`config.mk`:
```
export PLATFORM = sky130hd
export DESIGN_NAME = joystick_dir_ctrl
export DESIGN_NICKNAME = d
export VERILOG_FILES = /design/src/rtl/snake_pkg.sv /design/src/rtl/btn_debounce.sv /design/src/rtl/joystick_dir_ctrl.sv
export SDC_FILE = /design/constraint.sdc
export NUM_CORES = 1
export LEC_CHECK = 0
export BUFFER_PORTS_ARGS = -buffer_cell sky130_fd_sc_hd__buf_2
export CORE_ASPECT_RATIO = 0.5
export CORE_UTILIZATION = 60
export DETAILED_ROUTE_END_ITERATION = 6
export PLACE_DENSITY = 0.86
export SETUP_SLACK_MARGIN = 0.15
export SYNTH_ARGS = -nofsm -noshare
export SYNTH_HDL_FRONTEND = slang
export SYNTH_HIERARCHICAL = 1
export SYNTH_SLANG_ARGS = --single-unit
```
`constraint.sdc`:
```
create_clock -name clk -period 5.37 [get_ports clk]
set_input_delay 0.8055 -clock clk [delete_from_list [all_inputs] [get_ports clk]]
set_output_delay 0.8055 -clock clk [all_outputs]
set_load 0.1 [all_outputs]
```
`src/rtl/snake_pkg.sv`:
```
// Direction codes and controller types shared by the joystick controller,
// the game logic and VGA_Pattern.
package snake_pkg;

  localparam int DIR_W = 2;

  typedef enum logic [DIR_W-1:0] {
    DIR_UP    = 2'd0,
    DIR_RIGHT = 2'd1,
    DIR_DOWN  = 2'd2,
    DIR_LEFT  = 2'd3
  } dir_t;

  localparam dir_t DIR_RESET = DIR_RIGHT;

  typedef enum logic {
    ST_IDLE,
    ST_PENDING
  } ctrl_state_t;

  // A turn is illegal if it repeats the reference heading or reverses it;
  // opposite directions differ only in bit 1 of the encoding.
  function automatic logic is_blocked(dir_t req_dir, dir_t ref_dir);
    return (req_dir == ref_dir) || (req_dir == dir_t'(ref_dir ^ 2'b10));
  endfunction

endpackage

```
`src/rtl/btn_debounce.sv`:
```
// Two-flop synchronizer plus counter debouncer for one raw push button;
// rise pulses for one cycle when the debounced level goes high.
module btn_debounce #(
  parameter int DEBOUNCE_CYCLES = 1000000,
  parameter int CNT_W           = 20
) (
  input  logic clk,
  input  logic reset,
  input  logic raw,
  output logic level,
  output logic rise
);

  localparam logic [CNT_W-1:0] CNT_LAST = CNT_W'(DEBOUNCE_CYCLES - 1);

  logic             sync_1;
  logic             sync_2;
  logic [CNT_W-1:0] cnt;

  always_ff @(posedge clk or negedge reset) begin
    if (!reset) begin
      sync_1 <= 1'b0;
      sync_2 <= 1'b0;
    end else begin
      sync_1 <= raw;
      sync_2 <= sync_1;
    end
  end

  // The counter tracks how long the synchronized input has disagreed with
  // the accepted level; any agreement restarts the wait.
  always_ff @(posedge clk or negedge reset) begin
    if (!reset) begin
      level <= 1'b0;
      rise  <= 1'b0;
      cnt   <= '0;
    end else begin
      rise <= 1'b0;
      if (sync_2 == level) begin
        cnt <= '0;
      end else if (cnt == CNT_LAST) begin
        level <= sync_2;
        rise  <= sync_2;
        cnt   <= '0;
      end else begin
        cnt <= cnt + CNT_W'(1);
      end
    end
  end

endmodule

```
`src/rtl/joystick_dir_ctrl.sv`:
```
// Joystick direction controller: debounces four buttons, filters illegal
// turns and commits the newest legal request on each snake step.
module joystick_dir_ctrl
  import snake_pkg::*;
#(
  parameter int DEBOUNCE_CYCLES = 1000000,
  parameter int CNT_W           = 20
) (
  input  logic             clk,
  input  logic             reset,
  input  logic             btn_up,
  input  logic             btn_right,
  input  logic             btn_down,
  input  logic             btn_left,
  input  logic             move_tick,
  output logic [DIR_W-1:0] dir,
  output logic             dir_changed,
  output logic             pending_valid
);

  logic [3:0]  btn_raw;
  logic [3:0]  btn_rise;
  logic [3:0]  unused_level;

  ctrl_state_t state;
  ctrl_state_t state_next;
  dir_t        dir_q;
  dir_t        pend_dir;
  dir_t        req_dir;
  dir_t        ref_dir;
  logic        req_valid;
  logic        accept;
  logic        load_pend;
  logic        commit;

  assign btn_raw = {btn_left, btn_down, btn_right, btn_up};

  for (genvar i = 0; i < 4; i++) begin : g_btn
    btn_debounce #(
      .DEBOUNCE_CYCLES(DEBOUNCE_CYCLES),
      .CNT_W          (CNT_W)
    ) u_debounce (
      .clk  (clk),
      .reset(reset),
      .raw  (btn_raw[i]),
      .level(unused_level[i]),
      .rise (btn_rise[i])
    );
  end

  // Bit order of btn_rise matches the direction encoding, so the lowest
  // set bit wins: UP > RIGHT > DOWN > LEFT.
  always_comb begin
    req_valid = 1'b1;
    req_dir   = DIR_UP;
    if (btn_rise[0])      req_dir = DIR_UP;
    else if (btn_rise[1]) req_dir = DIR_RIGHT;
    else if (btn_rise[2]) req_dir = DIR_DOWN;
    else if (btn_rise[3]) req_dir = DIR_LEFT;
    else                  req_valid = 1'b0;
  end

  always_ff @(posedge clk or negedge reset) begin
    if (!reset) state <= ST_IDLE;
    else        state <= state_next;
  end

  // On a committing step the new request is judged against the heading
  // being committed, not the one currently on dir.
  always_comb begin
    state_next = state;
    load_pend  = 1'b0;
    commit     = 1'b0;
    ref_dir    = dir_q;
    if (state == ST_PENDING && move_tick) ref_dir = pend_dir;
    accept = req_valid && !is_blocked(req_dir, ref_dir);
    case (state)
      ST_IDLE: begin
        if (accept) begin
          load_pend  = 1'b1;
          state_next = ST_PENDING;
        end
      end
      ST_PENDING: begin
        if (move_tick) begin
          commit = 1'b1;
          if (accept) load_pend  = 1'b1;
          else        state_next = ST_IDLE;
        end else if (accept) begin
          load_pend = 1'b1;
        end
      end
      default: state_next = ST_IDLE;
    endcase
  end

  always_ff @(posedge clk or negedge reset) begin
    if (!reset) begin
      dir_q       <= DIR_RESET;
      pend_dir    <= DIR_RESET;
      dir_changed <= 1'b0;
    end else begin
      dir_changed <= commit;
      if (commit)    dir_q    <= pend_dir;
      if (load_pend) pend_dir <= req_dir;
    end
  end

  assign dir           = dir_q;
  assign pending_valid = (state == ST_PENDING);

endmodule

```
==> impl_metrics.json, run 1 <==
{
  "status": "finished, final reports clean",
  "total_leakage_power_uw": 0.00213,
  "cts.sink_count": 102,
  "fin_crit_ns": 2.15,
  "cp.arrival_ns": 1.35,
  "synth_edf_count": 0,
  "finalSetupViolCount": 0,
  "worstReg2RegEnd": "g_btn[0].u_debounce/cnt[18]$_DFF_PN0_",
  "post_synth_num_cell_types": 38,
  "setup_tns_ns": 0,
  "stdcell_area_sq_um": 5270,
  "pin_count": 11,
  "ys_ff_latch": 102,
  "synth_cells": 495,
  "fin_skew_ns": 0.00538,
  "cts_hold_buffers": 0,
  "worstMarginPinSlew_ns": 0.693,
  "slowest_delay_ns": 0.57,
  "regArea_sq_um": 2550,
  "syn_avg_cell_area_sq_um": 9.80,
  "rows": 22,
  "nFillCells": 526,
  "yosysSeqAreaShare": 0.526,
  "routed_wl_microns": 9060,
  "dpl.hpwl_microns": 6040,
  "dr_total_vias": 3579,
  "antenna_found_initial": 0,
  "endpoint": "dir[0]",
  "netlist_area_sq_um": 4850,
  "synth_top_area_share": 0.516,
  "hold_violations": 0,
  "holdCritPathClass": "reg2reg",
  "first_pass_iters": 4,
  "reg2reg_slack_ns": 3.23,
  "worstSetupEndpointType": "output port",
  "ff2ff_path_depth": 5,
  "post-route-drc-count": 0,
  "synth_nets": 506,
  "drv_slew": 0,
  "regToRegStartpoint": "g_btn[0].u_debounce/cnt[0]$_DFF_PN0_",
  "grt_pass1_vias": 3423,
  "cp_num_cells": 1,
  "drive_above_1_share": 0.125,
  "ctsLongestPathBuffers": 2,
  "path_class": "reg2out",
  "wl_per_cell_microns": 14.8,
  "clock_latency_ns": 0.35,
  "post-route-period-util": 0.401,
  "cts_buffers": 9,
  "fmax_mhz": 464,
  "yosysTopAreaCell": "dfrtp_1",
  "vias_per_cell": 5.83,
  "portBuffers": 10,
  "power_density_nw_per_um2": 273,
  "drtAntennaViolNets": 0,
  "gp_congestion": 0.778,
  "path_cells": "buf_2",
  "die_width_microns": 129,
  "synthToLayoutAreaGrowth_pct": 8.66,
  "die_y_microns": 65.6,
  "core-area_sq_um": 7570,
  "path_clk_slew_ns": 0.07,
  "nets": 512,
  "path_buf_inv": 1,
  "path_max_fanout": 4,
  "maxSlewHeadroom": 0.538,
  "drtIter0Drc": 314,
  "ys_warn_count": 6,
  "multi_input_area_sq_um": 2110,
  "grt_pass1_wl_microns": 15600,
  "grt_usage": 0.243,
  "worst_hold_slack_ns": 0.349,
  "async_flop_share": 1.00,
  "crit_family": "flip-flops",
  "worst_ir_drop_vdd_uv": 163,
  "grt_max_degree": 57,
  "synth_flop_cell": "dfrtp_1",
  "cts_resized": 0,
  "cts-root-buf": "clkbuf_16",
  "place_area_sq_um": 5000,
  "cp_slowest_cell": "dfstp_2",
  "cts_setup_buffers": 0,
  "worstPathRequired_ns": 4.56,
  "synth.area.top_cells": "dfrtp_1 52%, nor2_1 4.8%, xnor2_1 4.3%, xor2_1 3.6%, a21oi_1 3.5%",
  "startpoint_type": "flip-flop",
  "die_area_sq_um": 8470,
  "initial_core_util": 0.641,
  "power_uw": 1440,
  "overflow": 0,
  "rsz0062_at_grt": "false",
  "cp-startpoint": "dir[0]$_DFFE_PN1N_",
  "htreeDepth": 3,
  "cts_tree": "yes",
  "drv_cap": 0,
  "antenna_cells": 0
}
[cell usage after synthesis (2+ instances only)]
cell type	count
a21oi_1	34
and2_1	4
and3_1	4
and3_2	4
and3b_1	4
buf_2	4
clkbuf_1	16
dfrtp_1	100
dfstp_2	2
ha_1	4
inv_1	30
mux2_2	4
nand2_1	20
nand3_1	32
nand3_2	4
nand4_1	12
nor2_1	62
nor3_1	8
nor4_1	8
nor4bb_1	4
o21ai_0	24
o21ai_1	2
o31ai_1	12
or2_2	4
or3_1	8
or3_2	12
or4_1	20
xnor2_1	24
xor2_1	20
[per-layer routing]
| layer | vias up | routed length (microns) | global-route usage |
|---|---|---|---|
| met2 | 53 | 4460 | 0.415 |
| met3 | 16 | 306 | 0.0668 |
| met4 | 0 | 193 | 0.101 |
| met5 | - | 0 | 0 |
| met1 | 1752 | 4100 | 0.294 |
| li1 | 1758 | - | - |
[report_power, final]
| part | leakage [uW] | internal (uW) | switching (uW) | total [uW] |
|---|---|---|---|---|
| Combinational | 0.000602 | 12.2 | 32.5 | 44.6 |
| Clock | 0.000140 | 327 | 279 | 606 |
| Sequential | 0.00139 | 778 | 11.1 | 790 |
[layout make-up]
type                    count  share of cell area
clock buffers              11              0.0460
well taps                 108              0.0256
inverters                  30              0.0214
flip-flops and latches    102               0.484
multi-input cells         343               0.399
repair buffers             15              0.0171
clock inverters             5             0.00617
[sequential cells by signal (all words and copies together) (netlist names)]
register	count
dir_changed	1
g_btn.u_debounce/sync_1	4
pend_dir	2
g_btn.u_debounce/level	4
g_btn.u_debounce/rise	4
dir	2
g_btn.u_debounce/cnt	80
g_btn.u_debounce/sync_2	4
pending_valid	1
[logic make-up after synthesis]
group | after synthesis | synth area share
and+or+nand+nor | 213 | 0.240
DFF | 102 | 0.526
AOI/OAI and AO/OA | 77 | 0.0905
buffers and inverters | 50 | 0.0397
xor gates and xnor gates | 44 | 0.0794
muxes | 5 | 0.0139
adders and majority gates | 4 | 0.0103
[worst min-delay path by stage]
stage	start	to	slack (ns)	depth (start not counted)
6_report	g_btn[3].u_debounce/sync_1$_DFF_PN0_	g_btn[3].u_debounce/sync_2$_DFF_PN0_	0.35	0
2_1_floorplan	g_btn[0].u_debounce/sync_1$_DFF_PN0_	g_btn[0].u_debounce/sync_2$_DFF_PN0_	0.33	0
4_1_cts	g_btn[3].u_debounce/sync_1$_DFF_PN0_	g_btn[3].u_debounce/sync_2$_DFF_PN0_	0.35	0
3_3_place_gp	g_btn[2].u_debounce/sync_1$_DFF_PN0_	g_btn[2].u_debounce/sync_2$_DFF_PN0_	0.33	0
5_1_grt	g_btn[3].u_debounce/sync_1$_DFF_PN0_	g_btn[3].u_debounce/sync_2$_DFF_PN0_	0.36	0
3_5_place_dp	g_btn[3].u_debounce/sync_1$_DFF_PN0_	g_btn[3].u_debounce/sync_2$_DFF_PN0_	0.33	0
[cell usage in the layout, fill, tap and decap left out, types with 2 or more instances in the layout]
| cell | instances |
|---|---|
| nand2_1 | 20 |
| mux2_2 | 4 |
| xor2_1 | 20 |
| nor4_1 | 8 |
| nor3_1 | 8 |
| clkbuf_16 | 9 |
| and3_2 | 4 |
| dfstp_2 | 2 |
| o21ai_1 | 6 |
| nand4_1 | 12 |
| o21ai_0 | 20 |
| buf_2 | 9 |
| o31ai_1 | 12 |
| and3b_1 | 4 |
| nor4bb_1 | 4 |
| or3_2 | 12 |
| and3_1 | 4 |
| a21oi_1 | 34 |
| inv_1 | 30 |
| or4_1 | 20 |
| nor2_1 | 62 |
| or2_2 | 4 |
| nand3_1 | 32 |
| or3_1 | 8 |
| xnor2_1 | 24 |
| dfrtp_1 | 100 |
| nand3_2 | 4 |
| buf_4 | 6 |
| clkinv_2 | 3 |
| and2_1 | 4 |
| ha_1 | 4 |
[stage by stage]
stage,setup slack [ns],util,cells
2_1_floorplan,3.39,-,495
3_3_place_gp,3.33,0.660,598
3_5_place_dp,3.24,0.660,598
4_1_cts,3.20,0.697,614
5_1_grt,3.08,0.697,614
6_report,3.22,0.697,614
Note: power is estimated with default switching activity, not from simulation.
==> run 2: changes to the inputs <==
==> constraint.sdc (replaced) <==
create_clock -name clk -period 2 [get_ports clk]
set_input_delay 0.3 -clock clk [delete_from_list [all_inputs] [get_ports clk]]
set_output_delay 0.3 -clock clk [all_outputs]
set_load 0.1 [all_outputs]
==> impl_metrics.json, run 2 (synthesis gave the netlist of run 1 again) <==
{
  "grt_max_degree": 42,
  "overflow": 0,
  "worst_ir_drop_vdd_uv": 402,
  "clock_latency_ns": 0.35,
  "first_pass_iters": 4,
  "worstSetupEndpointType": "flip-flop",
  "gp_congestion": 0.824,
  "die_width_microns": 129,
  "cp.arrival_ns": 2.16,
  "rsz0062_at_grt": "true",
  "ctsLongestPathBuffers": 2,
  "path_max_fanout": 8,
  "post-route-period-util": 0.945,
  "pre_cts_ws_ns": 0.0460,
  "antenna_found_initial": 0,
  "holdCritPathClass": "in2reg",
  "layout_common_cells": "92 x dfrtp_1, 62 x nor2_1, 45 x buf_4, 30 x inv_1, 28 x nand3_1",
  "slowest_delay_ns": 0.54,
  "hold_violations": 0,
  "grt_pass1_vias": 3592,
  "cts_tree": "yes",
  "wl_per_cell_microns": 15.5,
  "power_uw": 4090,
  "die_y_microns": 65.6,
  "fin_util": 0.777,
  "status": "finished, final reports clean",
  "worstMarginPinSlew_ns": 0.527,
  "cts.sink_count": 102,
  "power_density_nw_per_um2": 696,
  "synthToLayoutAreaGrowth_pct": 21.1,
  "total_leakage_power_uw": 0.00240,
  "drtAntennaViolNets": 0,
  "nFillCells": 466,
  "drive_above_1_share": 0.269,
  "hp-start": "btn_down",
  "setup_slack_ns": 0.110,
  "reg2reg_slack_ns": 0.11,
  "regToRegStartpoint": "g_btn[0].u_debounce/cnt[0]$_DFF_PN0_",
  "largest_register_ffs": 80,
  "grt_usage": 0.244,
  "die_area_sq_um": 8470,
  "htreeDepth": 3,
  "core-area_sq_um": 7570,
  "path_clk_slew_ns": 0.07,
  "portBuffers": 10,
  "setup_tns_ns": 0,
  "startpoint_type": "flip-flop",
  "drv_slew": 0,
  "maxSlewHeadroom": 0.648,
  "drv_cap": 0,
  "cts-root-buf": "clkbuf_16",
  "vias_per_cell": 5.80,
  "fin_crit_ns": 1.89,
  "initial_core_util": 0.641,
  "stdcell_count": 655,
  "nets": 554,
  "pin_count": 11,
  "antenna_cells": 0,
  "cts_buffers": 9,
  "dpl.hpwl_microns": 6050,
  "drtIter0Drc": 269,
  "ff2ff_path_depth": 5,
  "grt_pass1_wl_microns": 15800,
  "path_class": "reg2reg",
  "min_path_cells": 1,
  "post-route-drc-count": 0,
  "layout_commonest_cell": "dfrtp_1",
  "fmax_mhz": 529,
  "rows": 22,
  "routed_wl_microns": 10200,
  "whs_endpoint": "g_btn[2].u_debounce/sync_1$_DFF_PN0_",
  "cp_slowest_cell": "or4_4",
  "fin_skew_ns": 0.00575,
  "finalSetupViolCount": 0,
  "placed_cells": 612,
  "largest-register": "g_btn.u_debounce/cnt",
  "worstReg2RegEnd": "g_btn[0].u_debounce/cnt[18]$_DFF_PN0_",
  "dr_total_vias": 3800,
  "worstPathRequired_ns": 2.27,
  "path_cells": "ha_4, nand2_4, or4_4, or4_1, a21oi_1"
}
==> run 2: changes by cell type in the layout (fill, tap and decap cells not counted), sizes merged <==
cell	previous run	this run
buf	15	55
clkinv	4	1
bufinv	0	1
clkbuf	11	12
clkinvlp	0	1
dlygate4sd3	0	1
inv	31	30
or4	20	21
==> run 2: cell type report <==
| cell class | instances | area, sq um | share of cell area |
|---|---|---|---|
| Sequential cell | 102 | 2560 | 0.436 |
| Clock inverter | 3 | 42.5 | 0.00724 |
| Tap cell | 108 | 135 | 0.0230 |
| Clock buffer | 12 | 267 | 0.0453 |
| Inverter | 30 | 113 | 0.0192 |
| Multi-Input combinational cell | 344 | 2340 | 0.399 |
| Timing Repair Buffer | 56 | 413 | 0.0702 |
==> run 2: repair_timing <==
| item | 4_1_cts | 5_1_grt |
|---|---|---|
| hold buffers | 1 | 0 |
| hold endpoints to repair | 37 | 0 |
| setup endpoints to repair | 28 | 22 |
| pin swaps | 2 | 12 |
| resized for setup | 12 | 35 |
| setup buffers | 12 | 14 |
| cloned | 0 | 1 |
==> run 2: per-stage QoR <==
| stage | instance area (sq um) | hold WS [ns] |
|---|---|---|
| 2_1_floorplan | 4910 | 0.00441 |
| 3_3_place_gp | 5180 | 0.314 |
| 3_5_place_dp | 5180 | 0.316 |
| 4_1_cts | 5620 | 0.0458 |
| 5_1_grt | 5880 | 0.0484 |
| 6_report | 5880 | 0.0546 |
==> run 2: how the worst max path moves through the flow <==
stage	startpoint	endpoint	slack (ns)
final	g_btn[0].u_debounce/cnt[0]$_DFF_PN0_	g_btn[0].u_debounce/cnt[18]$_DFF_PN0_	0.11
after floorplan	g_btn[0].u_debounce/cnt[2]$_DFF_PN0_	g_btn[0].u_debounce/cnt[18]$_DFF_PN0_	0.15
after global routing	g_btn[3].u_debounce/cnt[8]$_DFF_PN0_	g_btn[3].u_debounce/cnt[18]$_DFF_PN0_	0.07
after global placement	g_btn[3].u_debounce/cnt[3]$_DFF_PN0_	g_btn[3].u_debounce/cnt[18]$_DFF_PN0_	0.11
after detailed placement	g_btn[2].u_debounce/cnt[0]$_DFF_PN0_	g_btn[2].u_debounce/cnt[18]$_DFF_PN0_	0.05
after CTS	g_btn[2].u_debounce/cnt[1]$_DFF_PN0_	g_btn[2].u_debounce/cnt[18]$_DFF_PN0_	0.12
==> run 2: worst max-delay path, delay by kind of cell (launching register included) <==
kind	cells	cell delay [ns]
fa+ha+maj	1	0.17
flops	1	0.42
compound gates	1	0.16
simple gates	3	1.07
==> run 2: per-layer routing <==
| layer | track usage | vias up | part of all wire | wire length [microns] |
|---|---|---|---|---|
| li1 | - | 1838 | - | - |
| met1 | 0.295 | 1871 | 0.44 | 4500 |
| met2 | 0.425 | 74 | 0.50 | 5100 |
| met3 | 0.0627 | 17 | 0.040 | 407 |
| met4 | 0.0912 | 0 | 0.017 | 169 |
| met5 | 0 | - | 0 | 0 |
==> run 2: power by group <==
group	leakage, uW	switching [uW]	internal (uW)
Combinational	0.000868	103	67.5
Clock	0.000151	733	1060
Sequential	0.00138	34.7	2090
Total	0.00240	871	3220
